**config.mk**
```make
export PLATFORM = sky130hd
export DESIGN_NAME = mem_access_unit
export DESIGN_NICKNAME = d
export VERILOG_FILES = /design/src/rtl/mem_access_unit.sv
export SDC_FILE = /design/constraint.sdc
export NUM_CORES = 1
export LEC_CHECK = 0
export CAP_MARGIN = 25
export CORE_ASPECT_RATIO = 1.5
export CORE_MARGIN = 2
export CORE_UTILIZATION = 45
export CTS_CLUSTER_SIZE = 28
export DETAILED_ROUTE_END_ITERATION = 10
export MAX_ROUTING_LAYER = met4
export PLACE_DENSITY = 0.95
export SYNTH_ARGS = -nofsm -noshare
export SYNTH_HDL_FRONTEND = slang
export SYNTH_SLANG_ARGS = --single-unit
export TNS_END_PERCENT = 50
```
**constraint.sdc**
```tcl
create_clock -name clk -period 2.55 [get_ports clk]
set_clock_uncertainty 0.05 [all_clocks]
set_input_delay 0.51 -clock clk [delete_from_list [all_inputs] [get_ports clk]]
set_output_delay 0.51 -clock clk [all_outputs]
set_load 0.02 [all_outputs]
```
**src/rtl/mem_access_unit.sv**
```systemverilog
// mem_access_unit: EX->WB memory access stage driving a valid/ready request and awaiting a response.
// Build option MEM_TIMEOUT_EN: abort a WAIT that sees no response within TIMEOUT cycles.
module mem_access_unit #(
  parameter int ADDR_W  = 32,
  parameter int DATA_W  = 32,
  parameter int TIMEOUT = 255
) (
  input  logic              clk,
  input  logic              rst,
  input  logic              ctrl_valid,
  input  logic              mem_read,
  input  logic              mem_write,
  input  logic              mem_to_reg,
  input  logic              reg_write,
  input  logic [4:0]        rd_in,
  input  logic [ADDR_W-1:0] alu_result,
  input  logic [DATA_W-1:0] store_data,
  output logic              stall,
  output logic              req_valid,
  output logic              req_we,
  output logic [ADDR_W-1:0] req_addr,
  output logic [DATA_W-1:0] req_wdata,
  input  logic              req_ready,
  input  logic              rsp_valid,
  input  logic [DATA_W-1:0] rsp_rdata,
  output logic              wb_valid,
  output logic              wb_reg_write,
  output logic [4:0]        wb_rd,
  output logic [DATA_W-1:0] wb_data,
  output logic              err
);
  // state | meaning: IDLE accept op | REQ request driven | WAIT await response | DONE write-back pulse
  typedef enum logic [1:0] {IDLE, REQ, WAIT, DONE} state_t;

  state_t            state_q, state_d;
  logic              req_valid_q, req_valid_d, req_we_q, req_we_d;
  logic [ADDR_W-1:0] req_addr_q, req_addr_d;
  logic [DATA_W-1:0] req_wdata_q, req_wdata_d, wb_data_q, wb_data_d;
  logic              wb_valid_q, wb_valid_d, wb_reg_write_q, wb_reg_write_d, err_q, err_d;
  logic [4:0]        wb_rd_q, wb_rd_d, rd_q, rd_d;
  logic              m2r_q, m2r_d, rw_q, rw_d, mr_q, mr_d;
  logic              is_mem, bad_op, legal_mem;

`ifdef MEM_TIMEOUT_EN
  localparam int CNT_W = ($clog2(TIMEOUT + 1) > 8) ? $clog2(TIMEOUT + 1) : 8;
  logic [CNT_W-1:0] cnt_q, cnt_d;
`endif

  assign is_mem    = mem_read | mem_write;
  assign bad_op    = (mem_read & mem_write) | (alu_result[1:0] != 2'b00);
  assign legal_mem = is_mem & ~bad_op;
  assign stall     = (state_q == REQ) || (state_q == WAIT) ||
                     ((state_q == IDLE) && ctrl_valid && legal_mem);

  assign req_valid    = req_valid_q;
  assign req_we       = req_we_q;
  assign req_addr     = req_addr_q;
  assign req_wdata    = req_wdata_q;
  assign wb_valid     = wb_valid_q;
  assign wb_reg_write = wb_reg_write_q;
  assign wb_rd        = wb_rd_q;
  assign wb_data      = wb_data_q;
  assign err          = err_q;

  always_comb begin
    state_d        = state_q;
    req_valid_d    = req_valid_q;
    req_we_d       = req_we_q;
    req_addr_d     = req_addr_q;
    req_wdata_d    = req_wdata_q;
    wb_valid_d     = 1'b0;
    wb_reg_write_d = 1'b0;
    err_d          = 1'b0;
    wb_rd_d        = wb_rd_q;
    wb_data_d      = wb_data_q;
    rd_d           = rd_q;
    m2r_d          = m2r_q;
    rw_d           = rw_q;
    mr_d           = mr_q;
`ifdef MEM_TIMEOUT_EN
    cnt_d          = cnt_q;
`endif
    case (state_q)
      IDLE: begin
        if (ctrl_valid) begin
          if (!is_mem) begin
            wb_valid_d     = 1'b1;
            wb_data_d      = alu_result;
            wb_reg_write_d = reg_write;
            wb_rd_d        = rd_in;
          end else if (bad_op) begin
            wb_valid_d = 1'b1;
            err_d      = 1'b1;
            wb_rd_d    = rd_in;
          end else begin
            req_valid_d = 1'b1;
            req_we_d    = mem_write;
            req_addr_d  = alu_result;
            req_wdata_d = store_data;
            rd_d        = rd_in;
            m2r_d       = mem_to_reg;
            rw_d        = reg_write;
            mr_d        = mem_read;
            state_d     = REQ;
          end
        end
      end
      REQ: begin
        if (req_ready) begin
          req_valid_d = 1'b0;
          state_d     = WAIT;
`ifdef MEM_TIMEOUT_EN
          cnt_d       = '0;
`endif
        end
      end
      WAIT: begin
        if (rsp_valid) begin
          // req_addr_q still holds the latched alu_result for non-load write-back
          state_d        = DONE;
          wb_valid_d     = 1'b1;
          wb_rd_d        = rd_q;
          wb_data_d      = m2r_q ? rsp_rdata : req_addr_q;
          wb_reg_write_d = rw_q & mr_q;
        end
`ifdef MEM_TIMEOUT_EN
        else if (cnt_q == CNT_W'(TIMEOUT - 1)) begin
          state_d    = DONE;
          wb_valid_d = 1'b1;
          err_d      = 1'b1;
          wb_rd_d    = rd_q;
        end else begin
          cnt_d = cnt_q + 1'b1;
        end
`endif
      end
      DONE:    state_d = IDLE;
      default: state_d = IDLE;
    endcase
  end

  always_ff @(posedge clk) begin
    if (rst) begin
      state_q        <= IDLE;
      req_valid_q    <= 1'b0;
      req_we_q       <= 1'b0;
      req_addr_q     <= '0;
      req_wdata_q    <= '0;
      wb_valid_q     <= 1'b0;
      wb_reg_write_q <= 1'b0;
      err_q          <= 1'b0;
      wb_rd_q        <= '0;
      wb_data_q      <= '0;
      rd_q           <= '0;
      m2r_q          <= 1'b0;
      rw_q           <= 1'b0;
      mr_q           <= 1'b0;
`ifdef MEM_TIMEOUT_EN
      cnt_q          <= '0;
`endif
    end else begin
      state_q        <= state_d;
      req_valid_q    <= req_valid_d;
      req_we_q       <= req_we_d;
      req_addr_q     <= req_addr_d;
      req_wdata_q    <= req_wdata_d;
      wb_valid_q     <= wb_valid_d;
      wb_reg_write_q <= wb_reg_write_d;
      err_q          <= err_d;
      wb_rd_q        <= wb_rd_d;
      wb_data_q      <= wb_data_d;
      rd_q           <= rd_d;
      m2r_q          <= m2r_d;
      rw_q           <= rw_d;
      mr_q           <= mr_d;
`ifdef MEM_TIMEOUT_EN
      cnt_q          <= cnt_d;
`endif
    end
  end
endmodule

```
==> out/metrics.yaml, run 1 <==
setup_path:
  critical-path-slowest-cell: "or3_2"
  type_of_origin_of_the_critical_path: "primary input"
  critical_path.endpoint_type: "primary output"
  crit_path_category: "primary input to primary output"
  critical_path.max_fanout: 2
  cp_cell_sequence: "clkdlybuf4s50_1 -> or2_2 -> or3_2 -> nand2b_1 -> buf_2"
  critical_path.n_buffers_inverters: 2
  critPathArrivalTime_ns: 1.93
  family_with_the_most_delay_on_the_worst_path: "simple AND/OR/NAND/NOR gates"
  worst_ep_required_time_ns: 1.99
  cpPeakStageDelay_ns: 0.47
final_layout:
  most-common-layout-cells: "clkdlybuf4s50_1 (214), nand2_1 (205), dfxtp_1 (115)"
  area_growth_pct: 59.8
  final_layout_size_suffix_gt1_frac: 0.0765
  final_common_cell: "clkdlybuf4s50_1"
  num-fill-cells: 774
  antenna_cells_inserted: 0
  final_nets: 924
yosys:
  async_reset_ff_frac: 0
  synth_edf_count: 0
  synthesis.yosys.warnings: 0
  syn-instance-count: 601
  synth_ff_type: "dfxtp_1"
  synth-seq-cells: 116
  yosysSeqAreaShare: 0.477
  syn_area_um2: 4870
  post_synth.cell_area_avg_um2: 8.10
  number_of_nets_in_the_synthesized_netlist: 714
  count_of_distinct_cell_types_in_the_synthesized_netlist: 34
grt:
  grt_start_max_net_pins: 71
  grt_pass1_vias: 5214
  grt_pass1_wl_um: 24600
  globalRouteTotalUtil: 0.277
  grt_antenna_before_repair: 0
  grt_overflow_total: 0
routing:
  drtIter0Drc: 237
  route.vias.total: 5177
  remaining_drc_errors: 0
  avgRoutedWirePerCell_um: 16.2
  routed_via_count_divided_by_cell_count: 5.35
  first_pass_iters: 7
  drt.antenna.violating_nets: 0
  routed_wirelength_um: 15700
placement:
  routabilityCongestion: 0.902
  placement.io_buffers: 216
  dp.final_hpwl_um: 10800
clocking:
  post-cts-setup-buffer-count: 0
  cts_buffers: 17
  clock_sink_count: 116
  cts_root_buffer: "clkbuf_16"
  clock_tree.buffer_depth: 2
  worst_skew_pair.late_latency_ns: 0.41
  htree_num_levels: 4
  path_clk_slew_ns: 0.05
  cts_tree: "built"
floorplan:
  area_of_the_placeable_core_um2: 10500
  die_area_um2: 11700
  num_io_pins: 217
  floorplan.die.width_um: 88.9
  initial_cell_density_of_the_core: 0.462
  die_y_um: 131
  std_cell_rows: 46
sta:
  final_hold_viol_count: 0
  timing.final.crit_period_ns: 2.49
  setup_violations: 0
  worst-slew-pin-transition_ns: 0.769
  report.final.slew_viol_count: 0
  timing.max_slew.rel_slack: 0.487
  rsz0062_at_grt: "no"
  fin_crit_sh: 0.978
  clock.fmax_ghz: 0.401
  finalSetupTns_ns: 0
power_and_ir_drop:
  power.internal_w: 0.00447
  pwr-share-seq: 0.335
  power_switching_w: 0.00188
  clkPwrFrac: 0.385
  vdd_drop_max_v: 0.000489
  power.switching_fraction: 0.296
  overall_power_w: 0.00635
  power.static_leakage_nw: 2.59
  power.combinational.fraction: 0.280
  power_density_nw_per_um2: 816
flow_run:
  max_cap_viol_count: 0
min_path:
  hold_path_class: "flop to flop"
run_status:
  status: "complete, no violations"
-- cells by family (layout without fill, tap and decap cells) --
kind of cell / after synthesis / count (layout) / synth area share
compound gates: 160 / 160 / 0.184
buf+inv: 52 / 274 / 0.0584
fa+ha+maj: 4 / 4 / 0.00977
mux: 38 / 38 / 0.0784
flops: 116 / 116 / 0.477
xor+xnor: 2 / 2 / 0.00360
simple gates: 229 / 229 / 0.189
-- Yosys cell counts, types with 2 or more instances --
cell type / instances / area, um2
a21oi_1: 114 / 571
ha_1: 3 / 37.5
o21ai_1: 2 / 10.0
buf_6: 7 / 78.8
nand2b_1: 2 / 12.5
a211oi_1: 2 / 15.0
mux2i_1: 37 / 370
nand2_1: 205 / 769
nor2_1: 4 / 15.0
nor3_1: 2 / 10.0
dfxtp_1: 116 / 2320
or3_1: 6 / 37.5
buf_4: 6 / 45.0
buf_2: 11 / 55.1
inv_1: 4 / 15.0
o21ai_0: 6 / 30.0
buf_1: 2 / 7.51
o211ai_1: 32 / 240
nor3b_1: 4 / 30.0
clkbuf_1: 22 / 82.6
-- per-layer routing --
metal,vias to the layer above,GRT usage,share of wire
met5,-,-,0
li1,2463,-,-
met2,241,0.471,0.52
met3,60,0.0634,0.069
met1,2413,0.280,0.36
met4,0,0.162,0.045
-- power groups by stage --
stage / Combinational (W) / Clock, W / Sequential, W
2_1_floorplan: 0.000696 / 0 / 0.00239
3_3_place_gp: 0.00174 / 0 / 0.00215
3_5_place_dp: 0.00178 / 0 / 0.00216
4_1_cts: 0.00178 / 0.00248 / 0.00213
5_1_grt: 0.00191 / 0.00257 / 0.00215
6_report: 0.00178 / 0.00244 / 0.00213
-- path summary, 6_finish.rpt --
kind	startpoint	endpoint	slack, ns	cells past startpoint
max	alu_result[0]	stall	0.06	5
min	wb_data[13]	wb_data[13]	0.40	2
max reg2reg	state_q[0]	req_addr[25]	0.53	7
min reg2reg	wb_data[13]	wb_data[13]	0.40	2
-- area by class of cell --
class / instances / area (um2) / share of cell area
Inverter: 4 / 15.0 / 0.00193
Clock buffer: 21 / 450 / 0.0579
Tap cell: 144 / 180 / 0.0232
Multi-Input combinational cell: 433 / 2270 / 0.292
Timing Repair Buffer: 239 / 2380 / 0.306
Sequential cell: 116 / 2320 / 0.299
Clock inverter: 10 / 156 / 0.0201
-- registers in the layout, summed over array words and instances, names as in the netlist, 2 cells and up --
name / cells
state_q: 2
req_addr: 32
wb_rd: 5
req_wdata: 32
rd_q: 5
wb_data: 32
-- worst min-delay path, cell delays in order, from the launching register on --
cell and delay, ns:
dfxtp_1 0.30, nand2_1 0.05, a21oi_1 0.05
-- what timing repair did --
action,CTS,global route
hold endpoints to repair,0,0
hold buffers,0,0
setup endpoints to repair,1,0
resized for setup,4,0
-- through the flow --
step | setup slack (ns) | cells | hold slack, ns | area (um2) | util
floorplan | 0.452 | 601 | 0.386 | 4870 | -
global placement | -0.384 | 936 | 0.391 | 7170 | 0.681
detailed placement | -0.394 | 936 | 0.395 | 7170 | 0.681
CTS | 0.0463 | 967 | 0.403 | 7780 | 0.738
global route | 0.0120 | 967 | 0.418 | 7780 | 0.738
finish | 0.0554 | 967 | 0.402 | 7780 | 0.738
Power figures use the tool's default switching activity.
==> run 2, diff against run 1 <==
==> constraint.sdc (replaced) <==
create_clock -name clk -period 2.55 [get_ports clk]
set_clock_uncertainty 0.05 [all_clocks]
set_input_delay 0.6375 -clock clk [delete_from_list [all_inputs] [get_ports clk]]
set_output_delay 0.6375 -clock clk [all_outputs]
set_load 0.02 [all_outputs]
==> run 2 against run 1 <==
Effect of this change:
- count of clock-buffer cells in the layout unchanged
- combinational power about the same
- cell area increased by 0.34%
==> out/metrics.yaml, run 2 (synthesis results as in run 1) <==
setup_path:
  type_of_origin_of_the_critical_path: "primary input"
  critical_path.endpoint_type: "primary output"
  r2r_setup_slack_ns: 0.58  # +0.05 ns
  crit_path_end: "stall"
  rr_endpoint: "req_addr[21]"
  critical_path.max_fanout: 2  # unchanged
  crit_path_category: "primary input to primary output"
  critPathArrivalTime_ns: 1.82  # -0.11 ns
  r2r_start: "state_q[0]"
  reg2reg_depth: 7  # unchanged
  setup.worst_path.start: "mem_write"
  worst_ep_required_time_ns: 1.86  # -0.13 ns
final_layout:
  area_growth_pct: 60.3
  final-instance-count-excl-fill: 968  # +0.10%
  final_nets: 925  # +0.11%
  antenna_cells_inserted: 0  # unchanged
  finish.instance_area_um2: 7800  # +0.34%
  final_common_cell: "clkdlybuf4s50_1"
  num-fill-cells: 778  # +0.52%
  ff_latch_area_um2: 2320  # unchanged
  most-common-layout-cells: "clkdlybuf4s50_1 (212), nand2_1 (205), dfxtp_1 (115)"
  multiInputGateArea_um2: 2280  # +0.28%
  final_layout_size_suffix_gt1_frac: 0.0789  # +0.00233
floorplan:
  floorplan.die.width_um: 88.9  # unchanged
  die_y_um: 131  # unchanged
  num_io_pins: 217  # unchanged
  initial_cell_density_of_the_core: 0.462  # unchanged
  area_of_the_placeable_core_um2: 10500  # unchanged
  die_area_um2: 11700  # unchanged
  std_cell_rows: 46  # unchanged
run_status:
  status: "complete, no violations"
routing:
  drt.antenna.violating_nets: 0  # unchanged
  drtIter0Drc: 203  # -14%
  route.vias.total: 5074  # -2.0%
  routed_via_count_divided_by_cell_count: 5.24  # -2.1%
  routed_wirelength_um: 15300  # -2.6%
  avgRoutedWirePerCell_um: 15.8  # -2.7%
  first_pass_iters: 4  # -3
  remaining_drc_errors: 0  # unchanged
sta:
  timing.final.crit_period_ns: 2.51  # +0.0171 ns
  final_hold_viol_count: 0  # unchanged
  final.hold.worst_slack_ns: 0.400  # -0.00159 ns
  setup_violations: 0  # unchanged
  finalSetupTns_ns: 0  # unchanged
  rsz0062_at_grt: "no"
  worst-slew-pin-transition_ns: 0.764  # -0.00573 ns
  clock.fmax_ghz: 0.398  # -0.68%
  timing.max_slew.rel_slack: 0.491  # +0.00382
  postLayoutSetupSlackWorst_ns: 0.0383  # -0.0171 ns
  fin_crit_sh: 0.985  # +0.00670
  report.final.slew_viol_count: 0  # unchanged
power_and_ir_drop:
  power_density_nw_per_um2: 817  # about the same
  power.static_leakage_nw: 2.61  # +0.51%
  power.switching_fraction: 0.293  # -0.00284
  pwr-share-seq: 0.334  # about the same
  vdd_drop_max_v: 0.000564  # +15%
  clkPwrFrac: 0.387  # +0.002
  power.internal_w: 0.00450  # +0.80%
  power.combinational.fraction: 0.280  # about the same
  power_switching_w: 0.00187  # -0.57%
clocking:
  cts_root_buffer: "clkbuf_16"
  cts_buffers: 17  # unchanged
  clock_tree.buffer_depth: 2  # unchanged
  postCtsHoldBufs: 0  # unchanged
  path_clk_slew_ns: 0.05  # about the same
  htree_num_levels: 4  # unchanged
  clock_sink_count: 116  # unchanged
  cts_tree: "built"
  worst_skew_pair.late_latency_ns: 0.40  # about the same
placement:
  placedInstanceArea_um2: 7180  # +0.10%
  dp.final_hpwl_um: 10700  # -0.82%
  place_worst_setup_slack_ns: -0.649  # -0.255 ns
  dp.cells: 937  # +0.11%
  routabilityCongestion: 0.902  # about the same
  placement.io_buffers: 216  # unchanged
grt:
  grt_start_max_net_pins: 71  # unchanged
  grt_overflow_total: 0  # unchanged
  grt_pass1_wl_um: 24500  # -0.53%
  grt_pass1_vias: 5146  # -1.3%
  globalRouteTotalUtil: 0.275  # -0.00170
  grt_antenna_before_repair: 0  # unchanged
min_path:
  hold_path_class: "flop to flop"
  worst_hold_startpoint: "wb_data[1]"
  timing.hold.worst_path_depth: 2  # unchanged
flow_run:
  max_cap_viol_count: 0  # unchanged
## run 2: worst min path at each step
stage / to / slack [ns]
4_1_cts: wb_data[4] / 0.40
6_report: wb_data[1] / 0.40
2_1_floorplan: rd_q[0] / 0.39
3_5_place_dp: req_wdata[27] / 0.40
3_3_place_gp: req_wdata[17] / 0.39
5_1_grt: wb_data[4] / 0.42
## run 2: power groups by stage
stage / Clock [W] / Sequential (W) / Combinational, W
5_1_grt: 0.00260 / 0.00215 / 0.00193
6_report: 0.00247 / 0.00213 / 0.00178
3_5_place_dp: 0 / 0.00216 / 0.00178
4_1_cts: 0.00251 / 0.00213 / 0.00179
3_3_place_gp: 0 / 0.00215 / 0.00174
2_1_floorplan: 0 / 0.00239 / 0.000696
## run 2: critical path, stage by stage
cell	delay [ns]
clkdlybuf4s50_1	0.51
xnor2_1	0.12
or3_4	0.34
nand2b_1	0.09
buf_6	0.12
## run 2: routing by layer
layer,part of all wire,track usage
met1,0.37,0.285
met2,0.53,0.473
met3,0.068,0.0741
met4,0.033,0.122
met5,0,-
## run 2: cell type report
class                   count  area share
clock inverters            10      0.0199
flip-flops and latches    116       0.298
multi-input cells         433       0.292
well taps                 144      0.0231
inverters                   4     0.00192
repair buffers            240       0.306
clock buffers              21      0.0590
## run 2: stage by stage
| stage | total power (W) | utilization |
|---|---|---|
| 6_report | 0.00637 | 0.741 |
| 5_1_grt | 0.00668 | 0.741 |
| 4_1_cts | 0.00642 | 0.741 |
| 3_5_place_dp | 0.00394 | 0.682 |
| 3_3_place_gp | 0.00389 | 0.682 |
| 2_1_floorplan | 0.00308 | - |
## run 2: timing repair
action | 4_1_cts | 5_1_grt
gates resized for setup | 10 | 0
setup endpoints to repair | 1 | 0
buffers inserted | 0 | 0
